## config.mk

```make
export PLATFORM = sky130hd
export DESIGN_NAME = atb_trace_packer
export DESIGN_NICKNAME = d
export VERILOG_FILES = /design/src/rtl/atb_pkg.sv /design/src/rtl/atb_sync_fifo.sv /design/src/rtl/atb_trace_packer.sv
export SDC_FILE = /design/constraint.sdc
export NUM_CORES = 1
export LEC_CHECK = 0
export ABC_CLOCK_PERIOD_IN_PS = 4550
export BUFFER_PORTS_ARGS = -buffer_cell sky130_fd_sc_hd__buf_2
export CELL_PAD_IN_SITES_DETAIL_PLACEMENT = 1
export CELL_PAD_IN_SITES_GLOBAL_PLACEMENT = 1
export CORE_MARGIN = 2
export CORE_UTILIZATION = 33
export CTS_BUF_LIST = sky130_fd_sc_hd__clkbuf_2
export CTS_CLUSTER_DIAMETER = 100
export DETAILED_ROUTE_END_ITERATION = 7
export MAX_ROUTING_LAYER = met4
export PLACE_DENSITY_LB_ADDON = 0.1
export SKIP_LAST_GASP = 1
export SLEW_MARGIN = 20
export SYNTH_ARGS = -nofsm -noshare
export SYNTH_HDL_FRONTEND = slang
export SYNTH_HIERARCHICAL = 1
export SYNTH_SLANG_ARGS = --single-unit
```

## constraint.sdc

```tcl
create_clock -name atclk -period 4.55 [get_ports atclk]
set_clock_uncertainty 0.2 [all_clocks]
set_input_delay 0.6825 -clock atclk [delete_from_list [all_inputs] [get_ports atclk]]
set_output_delay 0.6825 -clock atclk [all_outputs]
set_load 0.01 [all_outputs]
```

## src/rtl/atb_pkg.sv

```systemverilog
// Shared ATB widths, transfer record and flush FSM encoding for the trace packer.
package atb_pkg;

  localparam int unsigned ATB_DATA_W  = 32;
  localparam int unsigned ATB_BYTES_W = 2;
  localparam int unsigned ATB_ID_W    = 7;

  typedef struct packed {
    logic [ATB_DATA_W-1:0]  data;
    logic [ATB_BYTES_W-1:0] bytes;
    logic [ATB_ID_W-1:0]    id;
  } atb_xfer_t;

  typedef enum logic [1:0] {
    IDLE,
    FLUSH,
    ACK
  } flush_state_t;

endpackage

```

## src/rtl/atb_sync_fifo.sv

```systemverilog
// Show-ahead synchronous FIFO with clock enable; the head entry is visible on rdata while not empty.
module atb_sync_fifo #(
  parameter int unsigned WIDTH = 8,
  parameter int unsigned DEPTH = 4
) (
  input  logic             clk,
  input  logic             rst,
  input  logic             ce,
  input  logic             push,
  input  logic [WIDTH-1:0] wdata,
  input  logic             pop,
  output logic [WIDTH-1:0] rdata,
  output logic             full,
  output logic             empty
);

  localparam int unsigned AW = (DEPTH > 1) ? $clog2(DEPTH) : 1;

  logic [WIDTH-1:0] mem [DEPTH];
  logic [AW-1:0]    wr_ptr;
  logic [AW-1:0]    rd_ptr;
  logic [AW:0]      count;
  logic             do_push;
  logic             do_pop;

  // Full/empty are pre-edge flags, so a push into a full FIFO is refused even if a pop coincides.
  assign do_push = ce & push & ~full;
  assign do_pop  = ce & pop & ~empty;

  assign full  = (count == (AW+1)'(DEPTH));
  assign empty = (count == '0);
  assign rdata = mem[rd_ptr];

  always_ff @(posedge clk) begin
    if (rst) begin
      wr_ptr <= '0;
      rd_ptr <= '0;
      count  <= '0;
    end else begin
      if (do_push) wr_ptr <= wr_ptr + 1'b1;
      if (do_pop)  rd_ptr <= rd_ptr + 1'b1;
      case ({do_push, do_pop})
        2'b10:   count <= count + 1'b1;
        2'b01:   count <= count - 1'b1;
        default: count <= count;
      endcase
    end
  end

  always_ff @(posedge clk) begin
    if (do_push) mem[wr_ptr] <= wdata;
  end

endmodule

```

## src/rtl/atb_trace_packer.sv

```systemverilog
// Packs a byte trace stream little-endian into 32-bit ATB transfers, with flush, idle timeout and sync forwarding.
module atb_trace_packer
  import atb_pkg::*;
#(
  parameter int unsigned FIFO_DEPTH   = 4,
  parameter int unsigned IDLE_TIMEOUT = 16
) (
  input  logic                   atclk,
  input  logic                   atreset,
  input  logic                   atclken,
  input  logic [7:0]             src_data,
  input  logic                   src_valid,
  output logic                   src_ready,
  output logic                   src_sync,
  input  logic [ATB_ID_W-1:0]    cfg_atid,
  output logic [ATB_DATA_W-1:0]  atdata,
  output logic [ATB_BYTES_W-1:0] atbytes,
  output logic [ATB_ID_W-1:0]    atid,
  output logic                   atvalid,
  input  logic                   atready,
  input  logic                   afvalid,
  output logic                   afready,
  input  logic                   syncreq,
  output logic                   atwakeup
);

  localparam int unsigned TO_W = (IDLE_TIMEOUT < 2) ? 1 : $clog2(IDLE_TIMEOUT + 1);
  localparam logic [TO_W-1:0] TO_MAX = TO_W'(IDLE_TIMEOUT);
  localparam int unsigned XFER_W = $bits(atb_xfer_t);

  flush_state_t state;
  flush_state_t state_next;

  logic [1:0]            acc_cnt;
  logic [ATB_DATA_W-1:0] acc_data;
  logic [TO_W-1:0]       to_cnt;
  logic                  timeout_hit;
  logic                  sync_prev;

  logic                  byte_accept;
  logic                  full_push;
  logic                  part_push;
  logic                  push;
  logic                  pop;
  atb_xfer_t             push_xfer;
  atb_xfer_t             head;
  logic [XFER_W-1:0]     fifo_rdata;
  logic                  fifo_full;
  logic                  fifo_empty;

  assign src_ready   = ~atreset & (state == IDLE) & ~((acc_cnt == 2'd3) & fifo_full);
  assign byte_accept = atclken & src_valid & src_ready;
  assign full_push   = byte_accept & (acc_cnt == 2'd3);
  assign timeout_hit = (IDLE_TIMEOUT != 0) && (to_cnt == TO_MAX);

  // Partial words leave via flush or timeout; both wait for FIFO space and never race a byte push.
  assign part_push = atclken & (acc_cnt != 2'd0) & ~fifo_full & ~byte_accept &
                     ((state == FLUSH) | ((state == IDLE) & timeout_hit));
  assign push      = full_push | part_push;
  assign pop       = atclken & atvalid & atready;

  always_comb begin
    push_xfer.data  = acc_data;
    push_xfer.bytes = acc_cnt - 2'd1;
    push_xfer.id    = cfg_atid;
    if (full_push) begin
      push_xfer.data[31:24] = src_data;
      push_xfer.bytes       = 2'd3;
    end
  end

  always_ff @(posedge atclk) begin
    if (atreset) begin
      acc_cnt  <= '0;
      acc_data <= '0;
    end else if (atclken) begin
      if (byte_accept) begin
        if (acc_cnt == 2'd3) begin
          acc_cnt  <= '0;
          acc_data <= '0;
        end else begin
          acc_data[{acc_cnt, 3'b000} +: 8] <= src_data;
          acc_cnt                          <= acc_cnt + 2'd1;
        end
      end else if (part_push) begin
        acc_cnt  <= '0;
        acc_data <= '0;
      end
    end
  end

  always_ff @(posedge atclk) begin
    if (atreset) begin
      to_cnt <= '0;
    end else if (atclken) begin
      if (byte_accept | (acc_cnt == 2'd0) | part_push) begin
        to_cnt <= '0;
      end else if (to_cnt != TO_MAX) begin
        to_cnt <= to_cnt + 1'b1;
      end
    end
  end

  always_ff @(posedge atclk) begin
    if (atreset) begin
      state <= IDLE;
    end else if (atclken) begin
      state <= state_next;
    end
  end

  always_comb begin
    state_next = state;
    case (state)
      IDLE:    if (afvalid) state_next = FLUSH;
      FLUSH:   if ((acc_cnt == 2'd0) & fifo_empty) state_next = ACK;
      ACK:     state_next = IDLE;
      default: state_next = IDLE;
    endcase
  end

  always_ff @(posedge atclk) begin
    if (atreset) begin
      sync_prev <= 1'b0;
      src_sync  <= 1'b0;
    end else if (atclken) begin
      sync_prev <= syncreq;
      src_sync  <= syncreq & ~sync_prev;
    end
  end

  atb_sync_fifo #(
    .WIDTH(XFER_W),
    .DEPTH(FIFO_DEPTH)
  ) u_fifo (
    .clk   (atclk),
    .rst   (atreset),
    .ce    (atclken),
    .push  (push),
    .wdata (push_xfer),
    .pop   (pop),
    .rdata (fifo_rdata),
    .full  (fifo_full),
    .empty (fifo_empty)
  );

  assign head     = atb_xfer_t'(fifo_rdata);
  assign atvalid  = ~fifo_empty;
  assign atdata   = atvalid ? head.data  : '0;
  assign atbytes  = atvalid ? head.bytes : '0;
  assign atid     = atvalid ? head.id    : '0;
  assign afready  = (state == ACK);
  assign atwakeup = atvalid | (acc_cnt != 2'd0) | (state != IDLE);

endmodule
```

---- Yosys cells after proc, flatten, opt, wreduce, memory -nomap -nowiden ----
Memory sizes are Yosys's and may differ from the RTL's. A register that Yosys moved wholly into a read port is not among the register bits.
Cells that the tools add are included.
word-level totals
  bits in registers ....................... 50
  bits in latches ......................... 0
  RAM bits ................................ 164
  bits in read-only memories .............. 0
  input bits .............................. 22
  output and inout bits ................... 46
  word-level logic and storage cells ...... 94
  memories kept ........................... 1
cells by class
  add/sub/neg operators ................... 8
  multiply operators ...................... 0
  divide/modulo/power cells ............... 0
  magnitude comparators ................... 0
  equality and inequality tests ........... 10
  shift operators ......................... 2
  muxes and demuxes ....................... 22
  bitwise logic cells ..................... 31
  reductions and logical operators ........ 11
memories
  name        words  bits a word  rd ports  clocked after Yosys merged registers in  write ports  line                 text
  u_fifo.mem  4      41           1         1                                        1            atb_sync_fifo.sv:19  logic [WIDTH-1:0] mem [DEPTH];
operator list
  operator                  count
  $mux W32                  4
  $bwmux W32                1
  $shift A8 B7 Y32 const A  1
  $shiftx A8 B7 Y32         1
  $and A1 B1 Y1             19
  $mux W2                   9
  $mux W5                   2
  $reduce_bool A2 Y1        5
  $mux W8                   1
  $mux W7                   1
  $neg A5 Y7                1
  $add A2 B1 Y2 const B     3
  $eq A2 B2 Y1 const B      3
  $not A1 Y1                6
  $or A1 B1 Y1              6
  $pmux W3 S2               1
  $add A5 B1 Y5 const B     1
  $eq A5 B5 Y1 const B      1
  $ne A5 B5 Y1 const B      1
  $eq A2 B1 Y1 const B      2
  $logic_not A2 Y1          2
  $pmux W2 S2               1
  $reduce_and A2 Y1         2
  $add A3 B1 Y3 const B     1
  8 further kinds           9

---- Depth between registers and ports, before layout ----
Gate-level depths: netlist (run 1).
  depth in word-level cells ............... 13
  gate-level depth with buffers ........... 14
  mapped depth without buffers ............ 14

---- Cells and area by module ----
The synthesis (run 1) kept the hierarchy.
by module, submodules not included
  module            times used  cells an instance  area each (um2)  sequential area each (um2)
  atb_sync_fifo     1           268                6437.4           5104.9
  atb_trace_packer  1           286                2446.1           860.8

---- Least setup slack after synthesis (run 1) ----
No wires, ideal clock.
  path kind ............................... reg-to-reg
  start point ............................. register acc_cnt[0]
  end point ............................... memory u_fifo/mem[0][0] in the netlist's numbering (enable)
  library setup time ...................... 402 ps
  data arrival time ....................... 3196 ps
  required time ........................... 3948 ps
  setup slack ............................. 751 ps
  stages on the path, launching flop included .. 9
  path buffers ............................ 0
  clock period less this slack ............ 3799 ps
  cells stage by stage .................... dfxtp_1 > inv_1 > ha_1 > nor4b_2 > o21ai_2 > a21boi_4 > nand2_1 > nor2_1 > and2_1
between the ends
  cells in the longest elaborated chain, start to end .. 13
  elaborated cells on any way between the ends .. 17
  classes of those cells .................. 1 x eq/ne; 2 x mux; 13 x bitwise; 1 x reduce/logical
ends and longest elaborated chain
  item                             line                                            text
  from (decl)                      atb_trace_packer.sv:34                          logic [1:0] acc_cnt;
  from (signal assigned)           atb_trace_packer.sv:83                          acc_cnt <= acc_cnt + 2'd1;
  $eq A2 B2 Y1                     atb_trace_packer.sv:51, atb_trace_packer.sv:53
  $and A1 B1 Y1                    atb_trace_packer.sv:51                          assign src_ready = ~atreset & (state == IDLE) & ~((acc_cnt == 2'd3) & fifo_full);
  $not A1 Y1                       atb_trace_packer.sv:51
  $and A1 B1 Y1                    atb_trace_packer.sv:51
  $and A1 B1 Y1                    atb_trace_packer.sv:52                          assign byte_accept = atclken & src_valid & src_ready;
  $not A1 Y1                       atb_trace_packer.sv:57                          assign part_push = atclken & (acc_cnt != 2'd0) & ~fifo_full & ~byte_accept &
  $and A1 B1 Y1 (2 in series)      atb_trace_packer.sv:57
  $or A1 B1 Y1 *                   atb_trace_packer.sv:59                          assign push = full_push | part_push;
  net push                         atb_trace_packer.sv:43                          logic push;
  $and A1 B1 Y1 * (2 in series)    atb_sync_fifo.sv:27                             assign do_push = ce & push & ~full;
  $mux W1 *                        atb_sync_fifo.sv:51                             if (do_push) mem[wr_ptr] <= wdata;
  $mux W1 (not written as such) *  atb_sync_fifo.sv:51
  to (decl)                        atb_sync_fifo.sv:19
Mark *: on every way through the listed nets, which the timed path passes. The rest lies on a longest branch.

---- Final worst setup path (run 1) ----
  start point ............................. register acc_cnt[0]
  end point ............................... register u_fifo.count[2]
between the ends
  cells in the longest elaborated chain, start to end .. 13
  elaborated cells on any way between the ends .. 19
  classes of those cells .................. 3 x eq/ne; 1 x mux; 13 x bitwise; 2 x reduce/logical
ends and longest elaborated chain
  item                                               line                                            text
  $eq A2 B2 Y1                                       atb_trace_packer.sv:51, atb_trace_packer.sv:53
  $and A1 B1 Y1                                      atb_trace_packer.sv:51
  $not A1 Y1                                         atb_trace_packer.sv:51
  $and A1 B1 Y1                                      atb_trace_packer.sv:51
  $and A1 B1 Y1                                      atb_trace_packer.sv:52
  $not A1 Y1                                         atb_trace_packer.sv:57
  $and A1 B1 Y1 (2 in series)                        atb_trace_packer.sv:57
  $or A1 B1 Y1 *                                     atb_trace_packer.sv:59
  net push                                           atb_trace_packer.sv:43
  $and A1 B1 Y1 * (2 in series)                      atb_sync_fifo.sv:27
  $eq A2 B1 Y1 or $eq A2 B2 Y1 (tied branches)       atb_sync_fifo.sv:42                             case ({do_push, do_pop})
  $pmux W3 S2 or $reduce_bool A2 Y1 (tied branches)  -
  to (signal assigned)                               atb_sync_fifo.sv:43                             2'b10: count <= count + 1'b1;
  to (signal assigned)                               atb_sync_fifo.sv:44                             2'b01: count <= count - 1'b1;
  to (signal assigned)                               atb_sync_fifo.sv:45                             default: count <= count;
  to (decl)                                          atb_sync_fifo.sv:22                             logic [AW:0] count;
Marked as above.
A chain may end at the register's enable or synchronous reset.

==> results of run 1 <==
[power by group]
part | switching [W] | internal (W)
registers | 0.0000118 | 0.00211
clock network | 0.000779 | 0.000482
logic | 0.0000855 | 0.0000635
[sequential cells by signal (all words and copies together) (netlist names), named ones only]
signal / count
u_fifo/mem: 164
acc_data: 32
to_cnt: 5
u_fifo/count: 3
acc_cnt: 2
state: 2
u_fifo/rd_ptr: 2
u_fifo/wr_ptr: 2
src_sync: 1
sync_prev: 1
[cell type report]
cell class | count | share of cell area, %
clock inverter | 25 | 1.04
clock buffer | 79 | 3.82
timing repair buffer | 102 | 6.70
inverter | 17 | 0.616
sequential | 216 | 57.7
multi-input combinational | 296 | 26.0
tap | 341 | 4.12
antenna | 2 | 0.0483
[Yosys cell counts, types with 2 or more instances]
cell,instances
sky130_fd_sc_hd__a31oi_1,3
sky130_fd_sc_hd__mux4_2,41
sky130_fd_sc_hd__o211ai_1,2
sky130_fd_sc_hd__clkbuf_1,14
sky130_fd_sc_hd__nand2b_1,26
sky130_fd_sc_hd__nand2_1,30
sky130_fd_sc_hd__buf_2,5
sky130_fd_sc_hd__mux2i_1,2
sky130_fd_sc_hd__mux2_2,8
sky130_fd_sc_hd__nand3_1,6
sky130_fd_sc_hd__or3b_1,2
sky130_fd_sc_hd__dfxtp_1,52
sky130_fd_sc_hd__inv_1,17
sky130_fd_sc_hd__nand4_1,6
sky130_fd_sc_hd__or3_1,2
sky130_fd_sc_hd__nor3b_2,9
sky130_fd_sc_hd__a21oi_1,13
sky130_fd_sc_hd__and3_1,2
sky130_fd_sc_hd__nor2_1,15
sky130_fd_sc_hd__nor4_4,2
sky130_fd_sc_hd__nor2b_1,49
sky130_fd_sc_hd__o21ai_0,21
sky130_fd_sc_hd__nor3_1,4
sky130_fd_sc_hd__edfxtp_1,164
sky130_fd_sc_hd__xor2_1,2
sky130_fd_sc_hd__o21ai_1,8
sky130_fd_sc_hd__a2bb2oi_2,3
sky130_fd_sc_hd__buf_12,4
sky130_fd_sc_hd__nand3b_1,4
sky130_fd_sc_hd__and2_1,4
sky130_fd_sc_hd__ha_1,12
[final timing paths]
check / from / endpoint / slack (ns)
min: atclken / src_sync / 0.16
max: acc_cnt[0] / u_fifo/count[2] / 0.51
min reg2reg: src_sync / src_sync / 0.28
max reg2reg: acc_cnt[0] / u_fifo/count[2] / 0.51
[worst min-delay path, stage by stage]
cell,delay [ns]
sky130_fd_sc_hd__buf_2,0.19
sky130_fd_sc_hd__nand3b_1,0.12
sky130_fd_sc_hd__a21oi_1,0.06
[through the flow]
step	std cells	hold WS [ns]	setup slack, ns	cell area (µm²)	utilization, %
after global placement	948	0.255	0.581	9620	36.0
after floorplan	554	0.251	0.751	8880	-
after CTS	1070	0.0658	0.277	10300	38.5
final	1078	0.157	0.508	10400	38.7
after global routing	1078	0.0729	0.119	10400	38.7
after detailed placement	948	0.275	0.341	9620	36.0
[layer usage]
metal  routed length [µm]  up-vias
li1                     -     2397
met1                 8460     2605
met5                    0        -
met2                10400       98
met4                  361        0
met3                  743       30
[logic make-up after synthesis]
family	Yosys count	synth area share [%]
AND/OR/NAND/NOR	170	12.1
buffers and inverters	42	2.66
adder cells (fa/ha/maj)	13	1.92
XOR/XNOR	3	0.296
AO/OA/AOI/OAI	59	4.28
multiplexers	51	11.6
flip-flops	216	67.2
[timing repair]
item / 4_1_cts / 5_1_grt
hold endpoints to repair: 46 / 0
buffers inserted: 0 / 6
hold buffers: 18 / 0
setup endpoints to repair: 0 / 1
==> metrics.txt, run 1 <==
# TYPE chip_impl_metric gauge
chip_impl_metric{name="first_pass_grt_wire_length",unit="µm"} 31600
chip_impl_metric{name="number_of_gates_on_the_worst_path_with_buffers_counted",unit=""} 14
chip_impl_metric{name="post_synth_instance_area",unit="mm²"} 0.00888
chip_impl_metric{name="floorplan.io_pins",unit=""} 68
chip_impl_metric{name="irDropWorstVdd",unit="mV"} 0.126
chip_impl_metric{name="ctsHtreeMaxLevel",unit=""} 2
chip_impl_metric{name="cts.repair.resized",unit=""} 0
chip_impl_metric{name="num-nets-final",unit=""} 723
chip_impl_metric{name="synthDistinctLibCells",unit=""} 53
chip_impl_metric{name="p_leak",unit="nW"} 3.69
chip_impl_metric{name="rows",unit=""} 60
chip_impl_metric{name="detailedRoute.firstIterationViolations",unit=""} 203
chip_impl_info{name="critical_path_class",value="reg2reg"} 1
chip_impl_info{name="critical-path-top-delay-family",value="simple AND/OR/NAND/NOR gates"} 1
chip_impl_metric{name="post-synth-top-area-fraction",unit="%"} 55.4
chip_impl_metric{name="totalWireLength",unit="µm"} 19900
chip_impl_info{name="cts_tree",value="built"} 1
chip_impl_metric{name="global_route.usage.met2",unit="%"} 26.2
chip_impl_metric{name="port_buffers",unit=""} 67
chip_impl_metric{name="grt_use_total",unit="%"} 15.0
chip_impl_metric{name="total_clock_sinks",unit=""} 216
chip_impl_metric{name="ant_nets",unit=""} 0
chip_impl_metric{name="cts_made_buffers",unit=""} 55
chip_impl_info{name="rsz_0062_raised_after_global_routing",value="no"} 1
chip_impl_metric{name="crit_arrival",unit="ns"} 4.52
chip_impl_metric{name="report.final.slew_viol_count",unit=""} 0
chip_impl_metric{name="worstRegToRegCells",unit=""} 14
chip_impl_info{name="critical_path.startpoint_type",value="flop"} 1
chip_impl_metric{name="slew_headroom",unit="%"} 37.7
chip_impl_info{name="layout.cells.most_common",value="sky130_fd_sc_hd__edfxtp_1"} 1
chip_impl_metric{name="delay_of_the_slowest_critical_path_stage",unit="ns"} 0.59
chip_impl_metric{name="area.growth.synth_to_final",unit="%"} 16.5
chip_impl_metric{name="power.density_cell_area",unit="mW/mm²"} 342
chip_impl_info{name="layout.cells.most_common_list",value="sky130_fd_sc_hd__edfxtp_1, sky130_fd_sc_hd__clkbuf_2, sky130_fd_sc_hd__buf_2, sky130_fd_sc_hd__dfxtp_1, sky130_fd_sc_hd__nor2b_1"} 1
chip_impl_metric{name="synth_seq_cells",unit=""} 216
chip_impl_metric{name="global_route.overflow_total",unit=""} 0
chip_impl_info{name="synth_largest_area_cell",value="sky130_fd_sc_hd__edfxtp_1"} 1
chip_impl_metric{name="min_cycle_time_layout",unit="ns"} 4.04
chip_impl_metric{name="synthArstFlopShare",unit="%"} 0
chip_impl_metric{name="maxCapViolations",unit=""} 0
chip_impl_info{name="critPathSlowestCell",value="sky130_fd_sc_hd__dfxtp_1"} 1
chip_impl_metric{name="cp.required",unit="ns"} 5.03
chip_impl_info{name="crit_path_cell_trace",value="inv_1, ha_1, nor4b_2, o21ai_2, a21boi_4, nand2_1, nor2_1, inv_1, ha_1, inv_1, fa_1, xor2_1, or3_1, a21oi_1"} 1
chip_impl_metric{name="final_setup_violation_count",unit=""} 0
chip_impl_info{name="crit_path_end_kind",value="flop"} 1
chip_impl_metric{name="seq_area_frac_synth",unit="%"} 67.2
chip_impl_metric{name="worst_skew_pair.late_latency",unit="ns"} 0.79
chip_impl_metric{name="grt_max_degree",unit=""} 45
chip_impl_metric{name="netlist_instances",unit=""} 554
chip_impl_metric{name="tightest_slew",unit="ns"} 0.935
chip_impl_info{name="cts-root-buf",value="sky130_fd_sc_hd__clkbuf_2"} 1
chip_impl_metric{name="synth.yosys.warnings",unit=""} 6
chip_impl_metric{name="highest_clock_rate",unit="MHz"} 247
chip_impl_metric{name="post-layout-total-power",unit="W"} 0.00354
chip_impl_metric{name="post_route_setup_tns",unit="ns"} 0
chip_impl_metric{name="drc",unit=""} 0
chip_impl_metric{name="cts.reportedPaths.clkPinSlew",unit="ns"} 0.09
chip_impl_info{name="grt_most_used_layer",value="met2"} 1
chip_impl_metric{name="synthesized_netlist_net_count",unit=""} 589
chip_impl_metric{name="globalRouteMet3Util",unit="%"} 2.96
chip_impl_metric{name="grt_use_met1",unit="%"} 17.3
chip_impl_metric{name="fill_cells",unit=""} 2789
chip_impl_metric{name="critPathBufInv",unit=""} 3
chip_impl_info{name="synth_ff_type",value="sky130_fd_sc_hd__edfxtp_1"} 1
chip_impl_metric{name="via_count_of_the_first_global_routing_pass",unit=""} 5689
chip_impl_metric{name="fin_crit_sh",unit="%"} 88.8
chip_impl_metric{name="postSynthAreaPerCell",unit="µm²"} 16.0
chip_impl_metric{name="finalHoldViolCount",unit=""} 0
chip_impl_metric{name="detailedPlacementHpwl",unit="µm"} 12200
chip_impl_metric{name="floorplan.die.width",unit="µm"} 168
chip_impl_metric{name="layout-drive-gt1-share",unit="%"} 34.1
chip_impl_metric{name="critical_path.max_fanout",unit=""} 14
chip_impl_metric{name="coreArea",unit="mm²"} 0.0267
chip_impl_metric{name="placer_congestion",unit=""} 0.755
chip_impl_metric{name="dr_pass1_iterations",unit=""} 4
chip_impl_info{name="synth_area_leaders",value="sky130_fd_sc_hd__edfxtp_1, sky130_fd_sc_hd__dfxtp_1, sky130_fd_sc_hd__mux4_2"} 1
chip_impl_metric{name="holdPathStages",unit=""} 3
chip_impl_metric{name="num_vias",unit=""} 5130
chip_impl_metric{name="die_y",unit="µm"} 168
chip_impl_metric{name="drt-vias-per-instance",unit=""} 4.76
chip_impl_metric{name="antenna_violations_before_repair",unit=""} 1
chip_impl_metric{name="die_area",unit="mm²"} 0.0282
chip_impl_metric{name="initial_core_util",unit="%"} 33.2
chip_impl_info{name="worst_path_most_repeated_cell",value="sky130_fd_sc_hd__inv_1"} 1
chip_impl_metric{name="sequential_cell_area",unit="mm²"} 0.00597
chip_impl_info{name="worst_hold_path_type",value="in2reg"} 1
chip_impl_metric{name="number_of_enable_flip_flop_cells_after_synthesis",unit=""} 164
chip_impl_metric{name="multi_input_comb_area",unit="mm²"} 0.00269
chip_impl_metric{name="wl_per_cell",unit="µm"} 18.5
chip_impl_metric{name="clock_tree.buffer_depth",unit=""} 3
chip_impl_info{name="status",value="finished, final reports clean"} 1
Power figures use the tool's default switching activity.
==> inputs of run 2 (changes only) <==
--- a/config.mk
+++ b/config.mk
@@ -5,7 +5,7 @@
 export SDC_FILE = /design/constraint.sdc
 export NUM_CORES = 1
 export LEC_CHECK = 0
-export ABC_CLOCK_PERIOD_IN_PS = 4550
+export ABC_CLOCK_PERIOD_IN_PS = 4500
 export BUFFER_PORTS_ARGS = -buffer_cell sky130_fd_sc_hd__buf_2
 export CELL_PAD_IN_SITES_DETAIL_PLACEMENT = 1
 export CELL_PAD_IN_SITES_GLOBAL_PLACEMENT = 1
@@ -15,7 +15,7 @@
 export CTS_CLUSTER_DIAMETER = 100
 export DETAILED_ROUTE_END_ITERATION = 7
 export MAX_ROUTING_LAYER = met4
-export PLACE_DENSITY_LB_ADDON = 0.1
+export PLACE_DENSITY_LB_ADDON = 0.05
 export SKIP_LAST_GASP = 1
 export SLEW_MARGIN = 20
 export SYNTH_ARGS = -nofsm -noshare
==> constraint.sdc (replaced) <==
create_clock -name atclk -period 4.5 [get_ports atclk]
set_clock_uncertainty 0.2 [all_clocks]
set_input_delay 0.675 -clock atclk [delete_from_list [all_inputs] [get_ports atclk]]
set_output_delay 0.675 -clock atclk [all_outputs]
set_load 0.01 [all_outputs]
==> metrics.txt, run 2 (synthesis gave the netlist of run 1 again) <==
# TYPE chip_impl_metric gauge
chip_impl_info{name="status",value="finished, final reports clean"} 1
chip_impl_info{name="worst_hold_path_type",value="in2reg"} 1
chip_impl_metric{name="final_setup_violation_count",unit=""} 0
chip_impl_metric{name="drc",unit=""} 0
chip_impl_metric{name="delay_of_the_slowest_critical_path_stage",unit="ns"} 0.60
chip_impl_info{name="crit_path_cell_trace",value="inv_1, ha_1, nor4b_2, o21ai_2, a21boi_4, nand2_1, nor2_1, inv_1, ha_1, inv_1, fa_1, xor2_1, or3_1, a21oi_1"} 1
chip_impl_metric{name="critPathBufInv",unit=""} 3
chip_impl_metric{name="netSwitchingFraction",unit="%"} 25.1
chip_impl_metric{name="port_buffers",unit=""} 67
chip_impl_metric{name="floorplan.io_pins",unit=""} 68
chip_impl_metric{name="detailedPlacementHpwl",unit="µm"} 12500
chip_impl_metric{name="cp.required",unit="ns"} 5.00
chip_impl_metric{name="combinationalPowerShare",unit="%"} 4.1
chip_impl_metric{name="crit_arrival",unit="ns"} 4.37
chip_impl_metric{name="global_route.overflow_total",unit=""} 0
chip_impl_info{name="largest_registers",value="u_fifo/mem (164), acc_data (32), to_cnt (5)"} 1
chip_impl_metric{name="grt_max_degree",unit=""} 62
chip_impl_metric{name="floorplan.die.width",unit="µm"} 168
chip_impl_metric{name="p_leak",unit="nW"} 3.65
chip_impl_info{name="critical-path-top-delay-family",value="simple AND/OR/NAND/NOR gates"} 1
chip_impl_metric{name="maxCapViolations",unit=""} 0
chip_impl_metric{name="initial_core_util",unit="%"} 33.2
chip_impl_metric{name="coreArea",unit="mm²"} 0.0267
chip_impl_metric{name="clock_tree.buffer_depth",unit=""} 3
chip_impl_metric{name="intPower",unit="W"} 0.00268
chip_impl_metric{name="area.growth.synth_to_final",unit="%"} 16.2
chip_impl_metric{name="slew_headroom",unit="%"} 44.7
chip_impl_metric{name="clock_power_share",unit="%"} 35.8
chip_impl_info{name="registers.top_by_ff_count",value="u_fifo/mem"} 1
chip_impl_metric{name="first_pass_grt_wire_length",unit="µm"} 32200
chip_impl_metric{name="drt-vias-per-instance",unit=""} 4.78
chip_impl_metric{name="wl_per_cell",unit="µm"} 18.8
chip_impl_metric{name="fin_util",unit="%"} 38.6
chip_impl_metric{name="report.final.slew_viol_count",unit=""} 0
chip_impl_metric{name="critical_path.max_fanout",unit=""} 14
chip_impl_metric{name="via_count_of_the_first_global_routing_pass",unit=""} 5679
chip_impl_metric{name="detailedRoute.firstIterationViolations",unit=""} 183
chip_impl_metric{name="ff2ff_setup_slack",unit="ns"} 0.63
chip_impl_info{name="cts-root-buf",value="sky130_fd_sc_hd__clkbuf_2"} 1
chip_impl_metric{name="antenna_violations_before_repair",unit=""} 2
chip_impl_info{name="worst_path_most_repeated_cell",value="sky130_fd_sc_hd__inv_1"} 1
chip_impl_metric{name="ant_nets",unit=""} 0
chip_impl_info{name="critPathSlowestCell",value="sky130_fd_sc_hd__dfxtp_1"} 1
chip_impl_metric{name="finalHoldViolCount",unit=""} 0
chip_impl_metric{name="post_route_setup_tns",unit="ns"} 0
chip_impl_metric{name="num_vias",unit=""} 5142
chip_impl_metric{name="ctsHtreeMaxLevel",unit=""} 2
chip_impl_info{name="critical_path.startpoint_type",value="flop"} 1
chip_impl_metric{name="grt_use_total",unit="%"} 15.4
chip_impl_metric{name="rows",unit=""} 60
chip_impl_metric{name="largest_register_ffs",unit=""} 164
chip_impl_metric{name="power.share.sequential",unit="%"} 60.1
chip_impl_metric{name="highest_clock_rate",unit="MHz"} 258
chip_impl_metric{name="worst_skew_pair.late_latency",unit="ns"} 0.80
chip_impl_metric{name="power.density_cell_area",unit="mW/mm²"} 347
chip_impl_metric{name="fin_crit_sh",unit="%"} 86.1
chip_impl_info{name="rsz_0062_raised_after_global_routing",value="no"} 1
chip_impl_metric{name="post-layout-total-power",unit="W"} 0.00358
chip_impl_metric{name="num-nets-final",unit=""} 719
chip_impl_metric{name="fin_ws",unit="ns"} 0.628
chip_impl_metric{name="cts_made_buffers",unit=""} 57
chip_impl_info{name="crit_path_end_kind",value="flop"} 1
chip_impl_metric{name="dp_slack",unit="ns"} 0.590
chip_impl_metric{name="placer_congestion",unit=""} 0.746
chip_impl_info{name="layout.cells.most_common",value="sky130_fd_sc_hd__edfxtp_1"} 1
chip_impl_metric{name="die_area",unit="mm²"} 0.0282
chip_impl_info{name="critical_path_class",value="reg2reg"} 1
chip_impl_metric{name="dr_pass1_iterations",unit=""} 4
chip_impl_metric{name="total_clock_sinks",unit=""} 216
chip_impl_metric{name="min_cycle_time_layout",unit="ns"} 3.87
chip_impl_metric{name="cts.repair.resized",unit=""} 0
chip_impl_metric{name="irDropWorstVdd",unit="mV"} 0.130
chip_impl_metric{name="cts.reportedPaths.clkPinSlew",unit="ns"} 0.08
chip_impl_metric{name="p_sw",unit="W"} 0.000900
chip_impl_info{name="layout.cells.most_common_list",value="sky130_fd_sc_hd__edfxtp_1, sky130_fd_sc_hd__clkbuf_2, sky130_fd_sc_hd__buf_2, sky130_fd_sc_hd__dfxtp_1, sky130_fd_sc_hd__nor2b_1"} 1
chip_impl_metric{name="totalWireLength",unit="µm"} 20200
chip_impl_metric{name="layout-drive-gt1-share",unit="%"} 32.9
chip_impl_metric{name="tightest_slew",unit="ns"} 0.825
chip_impl_info{name="cts_tree",value="built"} 1
chip_impl_metric{name="die_y",unit="µm"} 168
-- run 2: cell count changes in the layout (fill, tap and decap cells not counted), sizes merged --
cell / delta
clkbuf: -1
buf: -5
inv: -1
dlygate4sd3: -1
clkinv: +5
clkinvlp: +1
-- run 2: final timing paths --
| path | startpoint | to | depth (start not counted) |
|---|---|---|---|
| setup / recovery | acc_cnt[0] | u_fifo/count[2] | 14 |
| hold / removal | atclken | sync_prev | 4 |
| setup reg to reg | acc_cnt[0] | u_fifo/count[2] | 14 |
| hold reg to reg | src_sync | src_sync | 2 |
-- run 2: layout make-up --
| class | instances | area, µm² |
|---|---|---|
| fill | 2817 | 16400 |
| timing repair buffer | 96 | 658 |
| sequential | 216 | 5970 |
| antenna | 2 | 5.00 |
| inverter | 17 | 63.8 |
| tap | 341 | 427 |
| clock buffer | 78 | 390 |
| multi-input combinational | 296 | 2690 |
| clock inverter | 30 | 120 |
-- run 2: power by group through the flow --
stage                     clock network, W  registers [W]  logic [W]
after floorplan                          0        0.00219  0.0000806
after global placement                   0        0.00220   0.000138
after detailed placement                 0        0.00220   0.000140
after CTS                          0.00136        0.00215   0.000152
after global routing               0.00147        0.00215   0.000164
final                              0.00128        0.00215   0.000147
-- run 2: routing by layer --
layer | vias up | track usage (%) | routed length, µm
met4 | 0 | 4.54 | 297
met2 | 98 | 26.5 | 10400
li1 | 2390 | - | -
met3 | 30 | 3.41 | 730
met1 | 2624 | 18.3 | 8810
met5 | - | - | 0
-- run 2: what timing repair did --
item | in CTS | in global routing
setup buffers | 0 | 0
hold buffers | 17 | 0
endpoints found under the hold margin | 51 | 0
-- run 2: stage by stage --
step	hold WS [ns]	instance area, µm²	instances
2_1_floorplan	0.251	8880	554
3_3_place_gp	0.257	9640	949
3_5_place_dp	0.280	9640	949
4_1_cts	0.0598	10300	1074
5_1_grt	0.0787	10300	1076
6_report	0.183	10300	1076
-- run 2: worst register-to-register path: cells and delay by family, from the launching register on --
family	cells	cell delay (ns)
simple gates	4	1.15
fa+ha+maj	3	0.74
compound gates	3	0.71
flops	1	0.60
buf+inv	3	0.33
xor+xnor	1	0.08
==> inputs of run 3 (changes only) <==
--- a/config.mk
+++ b/config.mk
@@ -6,7 +6,6 @@
 export NUM_CORES = 1
 export LEC_CHECK = 0
 export ABC_CLOCK_PERIOD_IN_PS = 4500
-export BUFFER_PORTS_ARGS = -buffer_cell sky130_fd_sc_hd__buf_2
 export CELL_PAD_IN_SITES_DETAIL_PLACEMENT = 1
 export CELL_PAD_IN_SITES_GLOBAL_PLACEMENT = 1
 export CORE_MARGIN = 2
@@ -14,11 +13,11 @@
 export CTS_BUF_LIST = sky130_fd_sc_hd__clkbuf_2
 export CTS_CLUSTER_DIAMETER = 100
 export DETAILED_ROUTE_END_ITERATION = 7
+export DONT_BUFFER_PORTS = 1
 export MAX_ROUTING_LAYER = met4
 export PLACE_DENSITY_LB_ADDON = 0.05
 export SKIP_LAST_GASP = 1
 export SLEW_MARGIN = 20
 export SYNTH_ARGS = -nofsm -noshare
 export SYNTH_HDL_FRONTEND = slang
-export SYNTH_HIERARCHICAL = 1
 export SYNTH_SLANG_ARGS = --single-unit
==> metrics.txt, run 3 <==
# TYPE chip_impl_metric gauge
chip_impl_info{name="status",value="finished, final reports clean"} 1
chip_impl_metric{name="drc",unit=""} 0
chip_impl_metric{name="maxCapViolations",unit=""} 0
chip_impl_metric{name="post_synth_mux_area_share",unit="%"} 12.1
chip_impl_metric{name="num_vias",unit=""} 4750
chip_impl_info{name="worst_hold_path_type",value="in2reg"} 1
chip_impl_metric{name="cts_made_buffers",unit=""} 58
chip_impl_metric{name="floorplan.io_pins",unit=""} 68
chip_impl_metric{name="placed_area",unit="mm²"} 0.00907
chip_impl_metric{name="global_route.overflow_total",unit=""} 0
chip_impl_metric{name="cts.repair.resized",unit=""} 0
chip_impl_metric{name="delay_of_the_slowest_critical_path_stage",unit="ns"} 0.60
chip_impl_metric{name="p_leak",unit="nW"} 3.34
chip_impl_metric{name="crit_arrival",unit="ns"} 4.29
chip_impl_metric{name="postSynthAreaPerCell",unit="µm²"} 16.6
chip_impl_metric{name="design_area",unit="mm²"} 0.00991
chip_impl_metric{name="grt_use_total",unit="%"} 15.5
chip_impl_info{name="synth_top_family_by_area",value="multiplexers"} 1
chip_impl_metric{name="floorplan.die.width",unit="µm"} 166
chip_impl_metric{name="final_setup_violation_count",unit=""} 0
chip_impl_metric{name="ctsHtreeMaxLevel",unit=""} 2
chip_impl_metric{name="slew_headroom",unit="%"} 32.9
chip_impl_metric{name="power.density_cell_area",unit="mW/mm²"} 376
chip_impl_metric{name="area.growth.synth_to_final",unit="%"} 15.0
chip_impl_metric{name="post_synthesis_share_of_cell_area_spent_on_and_or_nand_and_nor_gates",unit="%"} 9.12
chip_impl_metric{name="synth_seq_cells",unit=""} 216
chip_impl_metric{name="highest_clock_rate",unit="MHz"} 264
chip_impl_info{name="layout.cells.most_common",value="sky130_fd_sc_hd__edfxtp_1"} 1
chip_impl_metric{name="report.final.slew_viol_count",unit=""} 0
chip_impl_metric{name="die_y",unit="µm"} 166
chip_impl_metric{name="synthArstFlopShare",unit="%"} 0
chip_impl_metric{name="cts.reportedPaths.clkPinSlew",unit="ns"} 0.10
chip_impl_metric{name="layout-drive-gt1-share",unit="%"} 27.3
chip_impl_info{name="critical_path.startpoint_type",value="flop"} 1
chip_impl_metric{name="coreArea",unit="mm²"} 0.0258
chip_impl_metric{name="rows",unit=""} 59
chip_impl_metric{name="synth-compound-area-share",unit="%"} 5.11
chip_impl_metric{name="cp.required",unit="ns"} 5.00
chip_impl_metric{name="netlist_instances",unit=""} 520
chip_impl_info{name="crit_path_cell_trace",value="inv_1, ha_1, nand2b_1, a2111oi_4, buf_4, o211a_2, inv_1, ha_1, inv_1, fa_1, xor2_1, or3_1, a21oi_1"} 1
chip_impl_metric{name="post_cts.repair.setup_buffers",unit=""} 0
chip_impl_info{name="critPathSlowestCell",value="sky130_fd_sc_hd__dfxtp_1"} 1
chip_impl_metric{name="worst_skew_pair.late_latency",unit="ns"} 0.81
chip_impl_info{name="cts_tree",value="built"} 1
chip_impl_info{name="post_synth_most_frequent_cells",value="sky130_fd_sc_hd__edfxtp_1, sky130_fd_sc_hd__dfxtp_1, sky130_fd_sc_hd__nor2_1"} 1
chip_impl_info{name="synth_ff_type",value="sky130_fd_sc_hd__edfxtp_1"} 1
chip_impl_metric{name="placer_congestion",unit=""} 0.743
chip_impl_metric{name="seq_area_frac_synth",unit="%"} 69.2
chip_impl_metric{name="wl_per_cell",unit="µm"} 20.6
chip_impl_metric{name="tightest_slew",unit="ns"} 1.01
chip_impl_metric{name="critical_path.max_fanout",unit=""} 10
chip_impl_info{name="critical-path-top-delay-family",value="adder cells"} 1
chip_impl_metric{name="fin_util",unit="%"} 38.4
chip_impl_metric{name="totalWireLength",unit="µm"} 20200
chip_impl_info{name="cts-root-buf",value="sky130_fd_sc_hd__clkbuf_2"} 1
chip_impl_info{name="worst_path_most_repeated_cell",value="sky130_fd_sc_hd__inv_1"} 1
chip_impl_info{name="layout.cells.most_common_list",value="sky130_fd_sc_hd__edfxtp_1, sky130_fd_sc_hd__clkbuf_2, sky130_fd_sc_hd__dfxtp_1, sky130_fd_sc_hd__nor2_1"} 1
chip_impl_info{name="crit_path_end_kind",value="flop"} 1
chip_impl_metric{name="largest_register_ffs",unit=""} 164
chip_impl_metric{name="post_synth_instance_area",unit="mm²"} 0.00862
chip_impl_metric{name="detailedPlacementHpwl",unit="µm"} 11300
chip_impl_metric{name="drt-vias-per-instance",unit=""} 4.85
chip_impl_metric{name="post-synth-top-area-fraction",unit="%"} 57.1
chip_impl_metric{name="synth_xor_area_share",unit="%"} 0.508
chip_impl_metric{name="total_clock_sinks",unit=""} 216
chip_impl_metric{name="synthDistinctLibCells",unit=""} 42
chip_impl_metric{name="place.detailed.instances",unit=""} 840
chip_impl_metric{name="critPathBufInv",unit=""} 4
chip_impl_metric{name="die_area",unit="mm²"} 0.0274
chip_impl_metric{name="via_count_of_the_first_global_routing_pass",unit=""} 5309
chip_impl_metric{name="dr_pass1_iterations",unit=""} 4
chip_impl_metric{name="fin_crit_sh",unit="%"} 84.1
chip_impl_metric{name="antenna_violations_before_repair",unit=""} 4
chip_impl_metric{name="ant_nets",unit=""} 0
chip_impl_info{name="critical_path_class",value="reg2reg"} 1
chip_impl_metric{name="first_pass_grt_wire_length",unit="µm"} 31700
chip_impl_info{name="synth_area_leaders",value="sky130_fd_sc_hd__edfxtp_1, sky130_fd_sc_hd__dfxtp_1, sky130_fd_sc_hd__mux4_2"} 1
chip_impl_metric{name="grt_max_degree",unit=""} 52
chip_impl_info{name="rsz_0062_raised_after_global_routing",value="no"} 1
chip_impl_metric{name="detailedRoute.firstIterationViolations",unit=""} 179
chip_impl_metric{name="final_cell_count_no_fill",unit=""} 979
chip_impl_metric{name="clock_tree.buffer_depth",unit=""} 3
chip_impl_info{name="synth_largest_area_cell",value="sky130_fd_sc_hd__edfxtp_1"} 1
chip_impl_info{name="registers.top_by_ff_count",value="u_fifo.mem"} 1
chip_impl_metric{name="num-nets-final",unit=""} 626
chip_impl_metric{name="synthesized_netlist_net_count",unit=""} 556
chip_impl_metric{name="initial_core_util",unit="%"} 33.4
chip_impl_metric{name="min_cycle_time_layout",unit="ns"} 3.79
chip_impl_metric{name="irDropWorstVdd",unit="mV"} 0.130
chip_impl_metric{name="synth.yosys.warnings",unit=""} 0
chip_impl_metric{name="number_of_enable_flip_flop_cells_after_synthesis",unit=""} 164
chip_impl_info{name="synth.most_common_cell",value="sky130_fd_sc_hd__edfxtp_1"} 1
chip_impl_metric{name="post_route_setup_tns",unit="ns"} 0
chip_impl_metric{name="worst_hold_slack",unit="ns"} 0.138
chip_impl_metric{name="synth-adder-area-share",unit="%"} 2.12
chip_impl_metric{name="finalHoldViolCount",unit=""} 0
chip_impl_metric{name="port_buffers",unit=""} 0
chip_impl_info{name="largest_registers",value="u_fifo.mem (164), acc_data (32), to_cnt (5)"} 1
==> run 3: cell types whose count changed in the layout (fill, tap and decap cells not counted), sizes merged, moves of 5 or more <==
cell / delta
inv: -5
and2: +41
a22oi: +32
nor3b: -9
o21ai: -28
nor2b: -46
clkbuf: +13
nand2b: -24
clkinv: -9
dlygate4sd3: +7
nand2: -17
nor2: +34
buf: -69
==> run 3: path summary, 6_finish.rpt <==
kind              slack, ns    startpoint  cells past startpoint          endpoint
hold reg to reg        0.27  acc_data[31]                      2      acc_data[31]
hold / removal         0.14       atclken                      3  u_fifo.rd_ptr[0]
setup / recovery       0.71    acc_cnt[0]                     13   u_fifo.count[2]
setup reg to reg       0.71    acc_cnt[0]                     13   u_fifo.count[2]
==> run 3: layout make-up <==
class / count / area, µm²
diodes: 4 / 10.0
clock buffers: 91 / 455
clock inverters: 19 / 109
fillers: 2682 / 15900
inverters: 14 / 52.6
multi-input cells: 266 / 2500
flip-flops and latches: 216 / 5970
well taps: 335 / 419
repair buffers: 34 / 398
==> run 3: cell families after synthesis <==
family	count (synthesis)
AND/OR/NAND/NOR	138
flip-flops	216
XOR/XNOR	5
buffers and inverters	38
adder cells (fa/ha/maj)	14
multiplexers	52
AO/OA/AOI/OAI	57
==> run 3: worst reg2reg max path: cells and delay by family, from the launching register on <==
kind	cells	cell delay [ns]
adders and majority gates	3	0.85
buffers and inverters	4	0.66
xor gates and xnor gates	1	0.08
and+or+nand+nor	2	0.59
DFF	1	0.60
AOI/OAI and AO/OA	3	0.77
==> run 3: layer usage <==
metal / track usage (%) / routed length, µm / up-vias / part of all wire, %
met4: 5.26 / 352 / 0 / 1.7
met5: - / 0 / - / 0
met1: 18.1 / 8680 / 2440 / 43
met2: 26.2 / 10300 / 104 / 51
met3: 3.87 / 851 / 27 / 4.2
li1: - / - / 2179 / -
==> run 3: per-stage QoR <==
stage	setup slack [ns]	power [W]
after floorplan	0.582	0.00230
after global placement	0.905	0.00232
after detailed placement	0.636	0.00233
after CTS	0.661	0.00381
after global routing	0.419	0.00393
final	0.715	0.00372
==> run 3: repair_timing <==
action,CTS,global route
hold buffers,25,0
endpoints found under the setup margin,0,0
endpoints found under the hold margin,112,0
==> run 3: where the power goes <==
group          switching, W  total [W]  internal, W
clock network      0.000810    0.00141     0.000600
logic              0.000104   0.000165    0.0000617
registers         0.0000112    0.00215      0.00214
total              0.000924    0.00372      0.00280
